==> src/rtl/bmc_soft_pipe.sv <==
// Branch-metric unit for a rate-1/N Viterbi datapath: 2-entry skid, symbol stage (S1), metric stage (S2).
// Each output beat carries the distance from one received codeword to all 2^N candidates, plus frame tags.
module bmc_soft_pipe #(
  parameter int N         = 2,
  parameter int Q         = 3,
  parameter int FRAME_LEN = 64,
  parameter int MW        = $clog2(N * (2**Q - 1) + 1)
) (
  input  logic                  clk,
  input  logic                  rst,
  input  logic                  in_valid,
  output logic                  in_ready,
  input  logic [N*Q-1:0]        in_sym,
  input  logic [N-1:0]          in_erase,
  input  logic                  hard_mode,
  output logic                  out_valid,
  input  logic                  out_ready,
  output logic [(2**N)*MW-1:0]  out_bm,
  output logic                  out_sof,
  output logic                  out_eof
);

  localparam int NC = 2**N;
  localparam int SW = $clog2(FRAME_LEN);
  localparam logic [Q-1:0] SMAX = '1;

  typedef struct packed {
    logic [N*Q-1:0] sym;
    logic [N-1:0]   erase;
    logic           hard;
    logic           sof;
    logic           eof;
  } beat_t;

  // Handshake: a beat moves on any edge where valid & ready are both high; a held
  // valid keeps its payload stable until ready; in_ready depends only on registered state.
  beat_t          in_beat;
  beat_t          s1_beat;
  beat_t          skid [2];
  logic [1:0]     skid_cnt;
  logic           skid_rd;
  logic           skid_wr;
  logic           s1_valid;
  logic [SW-1:0]  step;
  logic           mode_q;
  logic           accept;
  logic           s2_en;
  logic           s1_en;
  logic           pop;
  logic           load_direct;
  logic           push;
  logic [NC*MW-1:0] bm_next;

  assign in_ready    = (skid_cnt != 2'd2);
  assign accept      = in_valid & in_ready;
  assign s2_en       = !out_valid | out_ready;
  assign s1_en       = !s1_valid | s2_en;
  assign pop         = s1_en & (skid_cnt != 2'd0);
  assign load_direct = s1_en & (skid_cnt == 2'd0) & accept;
  assign push        = accept & !load_direct;

  // Tags and mode are bound to the beat at acceptance so they travel with the data.
  always_comb begin
    in_beat.sym   = in_sym;
    in_beat.erase = in_erase;
    in_beat.sof   = (step == '0);
    in_beat.eof   = (step == SW'(FRAME_LEN - 1));
    in_beat.hard  = (step == '0) ? hard_mode : mode_q;
  end

  always_ff @(posedge clk) begin
    if (rst) begin
      step   <= '0;
      mode_q <= 1'b0;
    end else if (accept) begin
      step <= in_beat.eof ? '0 : step + SW'(1);
      if (in_beat.sof) mode_q <= hard_mode;
    end
  end

  always_ff @(posedge clk) begin
    if (push) skid[skid_wr] <= in_beat;
  end

  always_ff @(posedge clk) begin
    if (rst) begin
      skid_cnt <= 2'd0;
      skid_rd  <= 1'b0;
      skid_wr  <= 1'b0;
    end else begin
      if (push) skid_wr <= ~skid_wr;
      if (pop)  skid_rd <= ~skid_rd;
      case ({push, pop})
        2'b10:   skid_cnt <= skid_cnt + 2'd1;
        2'b01:   skid_cnt <= skid_cnt - 2'd1;
        default: skid_cnt <= skid_cnt;
      endcase
    end
  end

  // Skid entries are older than the incoming beat, so they always feed S1 first.
  always_ff @(posedge clk) begin
    if (rst) begin
      s1_valid <= 1'b0;
      s1_beat  <= '0;
    end else if (s1_en) begin
      s1_valid <= pop | load_direct;
      if (pop)              s1_beat <= skid[skid_rd];
      else if (load_direct) s1_beat <= in_beat;
    end
  end

  always_comb begin
    logic [MW-1:0] acc;
    logic [MW-1:0] d;
    logic [Q-1:0]  s;
    logic          e;
    bm_next = '0;
    acc     = '0;
    d       = '0;
    s       = '0;
    e       = 1'b0;
    for (int c = 0; c < NC; c++) begin
      acc = '0;
      for (int i = 0; i < N; i++) begin
        s = s1_beat.sym[i*Q +: Q];
        e = c[i];
        if (s1_beat.erase[i])  d = '0;
        else if (s1_beat.hard) d = MW'(s[Q-1] ^ e);
        else if (e)            d = MW'(SMAX - s);
        else                   d = MW'(s);
        acc = acc + d;
      end
      bm_next[c*MW +: MW] = acc;
    end
  end

  always_ff @(posedge clk) begin
    if (rst) begin
      out_valid <= 1'b0;
      out_bm    <= '0;
      out_sof   <= 1'b0;
      out_eof   <= 1'b0;
    end else if (s2_en) begin
      out_valid <= s1_valid;
      if (s1_valid) begin
        out_bm  <= bm_next;
        out_sof <= s1_beat.sof;
        out_eof <= s1_beat.eof;
      end
    end
  end

endmodule
==> config.mk <==
export PLATFORM = sky130hd
export DESIGN_NAME = bmc_soft_pipe
export DESIGN_NICKNAME = d
export VERILOG_FILES = /design/src/rtl/bmc_soft_pipe.sv
export SDC_FILE = /design/constraint.sdc
export NUM_CORES = 1
export LEC_CHECK = 0
export BUFFER_PORTS_ARGS = -buffer_cell sky130_fd_sc_hd__buf_2
export CORE_MARGIN = 2
export CORE_UTILIZATION = 40
export DETAILED_ROUTE_END_ITERATION = 6
export PLACE_DENSITY = 0.69
export SLEW_MARGIN = 10
export SYNTH_ARGS = -nofsm -noshare
export SYNTH_HDL_FRONTEND = slang
export SYNTH_SLANG_ARGS = --single-unit
==> constraint.sdc <==
create_clock -name clk -period 2.4 [get_ports clk]
set_input_delay 0.48 -clock clk [delete_from_list [all_inputs] [get_ports clk]]
set_output_delay 0.48 -clock clk [all_outputs]
set_load 0.03 [all_outputs]
=== After elaboration in Yosys (flattened, before gate mapping) ===
Memory sizes are Yosys's and may differ from the RTL's. A register that Yosys moved wholly into a read port is not among the register bits.
Cells that the tools add are included.

* Add/sub/neg operators: 9
* Eq/ne operators: 4
* Muxes and demuxes: 17
* Bitwise logic cells: 12
* Reductions and logical operators: 10

{| class="wikitable"
|+ Operators by type and width
! cell !! number
|-
| 4-bit two-way mux || 6
|-
| 11-bit two-way mux || 2
|-
| 4-bit adder || 4
|-
| 3-bit by 3-bit subtractor with 4-bit output, first input constant || 2
|-
| 6-bit by 1-bit adder with 6-bit output, second input constant || 1
|-
| 6-bit == test, second input constant || 1
|-
| 6-bit zero test || 1
|-
| 3-bit two-way mux || 2
|-
| 6-bit two-way mux || 1
|-
| 2-bit nonzero test || 3
|-
| 1-bit bitwise AND || 5
|-
| 1-bit two-way mux || 5
|-
| 1-bit inverter || 4
|-
| 2-bit case mux with 2 select lines || 1
|-
| 2-bit AND reduction || 2
|-
| 1-bit zero test || 3
|-
| 1-bit bitwise OR || 3
|-
| 2-bit by 1-bit adder with 2-bit output, second input constant || 1
|-
| 2-bit by 1-bit == test with 1-bit output, second input constant || 1
|-
| 2-bit == test, second input constant || 1
|-
| 2-bit zero test || 1
|-
| 2-bit inequality test, second input constant || 1
|-
| 2-bit by 1-bit subtractor with 2-bit output, second input constant || 1
|}

* Register bits after elaboration: 42
* Memory bits (writable): 22
* Bits of input ports: 13
* Output and inout bits: 20
* Logic and storage cells: 68
* Memories kept: 1

{| class="wikitable"
|+ Memory list
! memory !! words !! bits a word !! rd ports !! clocked after Yosys merged registers in !! wr ports !! RTL line !! text
|-
| skid || 2 || 11 || 1 || 1 || 1 || 39 || <nowiki>beat_t skid [2];</nowiki>
|}

=== Longest topological paths before layout ===
* Depth after elaboration: 9
* Gate-level depth with buffers: 8
* Depth with buffers taken out: 7

=== Least setup slack after synthesis ===
Ideal clock, no wire load.

* Path kind: reg2reg
* From: reg s1_beat[2] (netlist bit)
* To: reg out_bm[14]
* Library setup time: 62 ps
* Data arrival time: 1942 ps
* Data required time: 2338 ps
* Path slack: 396 ps
* Stages on the path, launching flop included: 9
* Path buffers: 1
* Period minus slack after synthesis: 2004 ps
* Cells stage by stage: dfxtp_1 > buf_6 > mux2i_1 > nor2b_1 > ha_1 > ha_1 > a21oi_1 > or4_1 > nand3_1

* Word-level cells in the longest chain between the ends: 3
* Elaborated cells on any way between the ends: 5
* Classes of those cells: add/sub: 1; mux: 4

{| class="wikitable"
|+ Ends and longest elaborated chain
! element !! RTL line !! text
|-
| start, declared || 38 || <nowiki>beat_t s1_beat;</nowiki>
|-
| start signal, assigned || 108 || <nowiki>if (pop) s1_beat <= skid[skid_rd];</nowiki>
|-
| start signal, assigned || 109 || <nowiki>else if (load_direct) s1_beat <= in_beat;</nowiki>
|-
| 4-bit two-way mux || 129 || <nowiki>else if (s1_beat.hard) d = MW'(s[Q-1] ^ e);</nowiki>
|-
| 4-bit two-way mux || 128 || <nowiki>if (s1_beat.erase[i]) d = '0;</nowiki>
|-
| 4-bit adder (*) || 132 || <nowiki>acc = acc + d;</nowiki>
|-
| end signal, assigned || 147 || <nowiki>out_bm <= bm_next;</nowiki>
|-
| end, declared || 18 || <nowiki>output logic [(2**N)*MW-1:0] out_bm,</nowiki>
|}

Every way passes the cells marked *; elsewhere a longest branch is shown, timed or not.
A chain may end at the register's enable or synchronous reset.

=== Final worst setup path ===
Same ends and word-level chain as after synthesis.

==> results by group <==
Drt
  – Mean routed wirelength per cell: 13.9 um
  – DR iter-0 viols: 150
  – Final wirelength: slightly above 6000 um
  – DR vias: approximately 2,300
  – Drt pass-1 iters: 4
  – DRC Markers: 0
  – Antenna viol nets, final: 0
  – Via density: 5.15

Clock tree
  – H-tree depth reported by CTS: 3
  – Root buffer cell: clkbuf_8
  – CTS Buf Count: 9
  – Post-CTS Setup Repair Bufs: 0
  – Hold_buf cts: 0
  – CTS tree: done
  – CTS clock-pin slew for the worst setup and hold paths: around 70 ps
  – Clock sink count: 65
  – Post_cts resized: 0
  – Clock latency on the worst-skew pair: around 340 ps
  – CTS Buffer Depth: 2

Synth
  – Area share of the largest cell type after synthesis: between 20 and 30%
  – Sequential fraction of the synthesis area: 48.6%
  – Mapped Nets: between 300 and 400
  – Post-synth ARST share: 0%
  – Top post-synthesis cells by area: dfxtp_1 27%, edfxtp_1 21%, ha_1 5.6%, nor2_1 3.7%, a21oi_1 3.7%
  – Yosys top cell by area: dfxtp_1
  – EDFF count, synth: 22
  – Mean area per synthesized cell: between 10 and 15 sq um
  – Mapped cell area: around 3100 sq um
  – Synth Flop Type: dfxtp_1
  – Ys Warns: 0
  – Synth cell types: 51
  – Cells after synthesis: 309
  – Flops & latches, synth: 65

Timing
  – Final Slew Violations: 0
  – Fin. Hold Viols: 0
  – Final setup vio count: 0
  – RSZ-0062 raised after global routing: false
  – Worst-Margin Slew: 865 ps
  – Slew headroom: 42.4%
  – Final total negative setup slack: 0 ps
  – Fin crit period: ~2000 ps
  – Max Freq: between 400 and 500 MHz
  – Final Skew: 7.19 ps
  – Part of the cycle the worst path needs: 84.4%

Floorplanning
  – Core area: about 7600 sq um
  – Die area: between 8000 and 9000 sq um
  – DIE WIDTH: around 93 um
  – Die height: 92.5 um
  – Io pins: 33
  – FP Rows: 32
  – Initial Util: 41.0%

Place
  – Dpl hpwl: between 4000 and 5000 um
  – Routability-driven placement congestion ratio: roughly 0.84
  – Placed Cells: approximately 430
  – Number of port buffers: 32

Worst setup path
  – Crit-path cells: buf_4 > mux2i_1 > and2b_1 > ha_1 > ha_1 > a21oi_1 > or4_1 > nand3_1
  – Data arrival time of the critical path: between 2000 and 2500 ps
  – Setup CP Type: reg -> reg
  – CP top delay family: simple AND/OR/NAND/NOR gates
  – Crit path max-delay cell type: or4_1
  – Setup crit start kind: flop
  – WP data required: about 2700 ps
  – Top cell by count, worst path: ha_1
  – Max incr delay on CP: 410 ps
  – Crit-path max FO: 10
  – Crit path buf inv count: 1
  – CP Capture Type: flop

GRT
  – Total GRT Usage: between 15 and 20%
  – Initial antenna violation count: 0
  – Vias in the first global route: ~2,300
  – Largest net degree at the start of global routing: 50
  – Overflow after GRT: 0
  – Global-route wire length before repair: approximately 11,000 um

Status
  – Status: completed

Layout
  – Antenna Cells: 0
  – Nets: between 300 and 400
  – Layout cells sized above 1: 19.8%
  – Area Growth Syn to Fin: 13.4%
  – Fillers: 716
  – Non-filler cells, final: ~450

Power and ir drop
  – Pwr/cell area: between 1000 and 1500 nW/um^2
  – LEAKAGE: about 0.0014 uW
  – VDD IR-drop max: roughly 0.99 mV

Run
  – Max-cap viol count: 0

Min path
  – Hold WC Path Type: in -> reg
-- metrics by stage --
| step | utilization (%) | instance area, sq um | hold slack [ps] | total power [uW] | worst slack [ps] |
|---|---|---|---|---|---|
| global route | 46.4 | 3550 | 336 | 4800 | 256 |
| finish | 46.4 | 3550 | 340 | 4460 | 373 |
| CTS | 46.4 | 3550 | 330 | 4500 | 387 |
| global placement | 44.0 | 3360 | 444 | 3550 | 490 |
| detailed placement | 44.0 | 3360 | 443 | 3600 | 416 |
| floorplan | - | 3130 | 432 | 3130 | 396 |
-- cell usage after synthesis, drive strengths merged (6+ instances only) --
master / number
nand3b: 12
and2: 6
xnor2: 7
ha: 14
nand2: 30
edfxtp: 22
clkbuf: 9
mux2i: 11
a21oi: 23
xor2: 7
buf: 11
nor2: 33
nor3: 16
a211oi: 12
dfxtp: 43
-- report_power, final --
group          switching, uW  internal, uW
Clock                    417           479
Sequential               198          1420
Combinational           1180           770
-- layer usage --
layer / vias to the layer above / wire [um] / global-route usage, % / share of wire [%]
li1: 1161 / - / - / -
met1: 1083 / 2960 / 20.5 / 48
met2: 32 / 2930 / 25.5 / 47
met3: 14 / 158 / 2.93 / 2.6
met4: 0 / 148 / 8.21 / 2.4
met5: - / 0 / 0 / 0
-- path summary, 6_finish.rpt --
check / start / slack, ps / cells after the start / end
worst min register to register: out_bm[9] / 450 / 2 / out_bm[9]
worst max register to register: s1_beat[2] / 370 / 8 / out_bm[14]
worst max-delay path: s1_beat[2] / 370 / 8 / out_bm[14]
worst min-delay path: in_erase[0] / 340 / 1 / skid[0][3]
-- logic make-up after synthesis --
logic type | share of synthesized area, %
simple gates | 21.9
mux | 4.59
buf+inv | 3.83
xor+xnor | 3.91
flops | 48.6
compound gates | 10.7
fa+ha+maj | 6.55
-- sequential cells by signal, summed over array words and instances (netlist names), named ones only --
name,flops
out_bm,16
s1_beat,11
out_sof,1
skid_rd,1
skid,22
step,6
skid_cnt,2
mode_q,1
s1_valid,1
skid_wr,1
out_valid,1
out_eof,1
-- layout make-up --
| class | instances | area (sq um) | share of cell area (%) |
|---|---|---|---|
| Clock inverter | 5 | 56.3 | 1.59 |
| Inverter | 5 | 18.8 | 0.528 |
| Multi-Input combinational cell | 219 | 1490 | 42.0 |
| Clock buffer | 11 | 131 | 3.70 |
| Timing Repair Buffer | 38 | 205 | 5.78 |
| Sequential cell | 65 | 1520 | 42.8 |
| Tap cell | 102 | 128 | 3.59 |
-- placed cells by master (no fill, tap or decap), types with 2 or more instances in the layout --
cell type,Yosys,routed
and2_1,6,6
a211oi_2,2,2
edfxtp_1,22,22
a211oi_1,10,10
clkinv_2,0,2
o211ai_2,2,2
buf_2,6,32
mux2i_1,11,11
or4_1,2,2
mux2_2,3,3
nand3b_1,12,12
nand2_1,30,30
buf_4,3,6
ha_1,14,14
o21a_1,2,2
and3_1,2,2
dfxtp_1,43,43
o21ai_0,4,4
nand3_1,5,5
nor3_1,14,14
nor3b_1,2,2
nor2_4,2,2
clkbuf_8,0,9
o22ai_1,3,3
a21oi_1,23,23
nand4b_1,3,3
xor2_1,7,7
nor2_1,31,31
nand2b_1,2,2
clkbuf_1,9,2
nand4_1,2,2
xnor2_1,7,7
inv_1,5,5
Note: power is estimated with default switching activity, not from simulation.
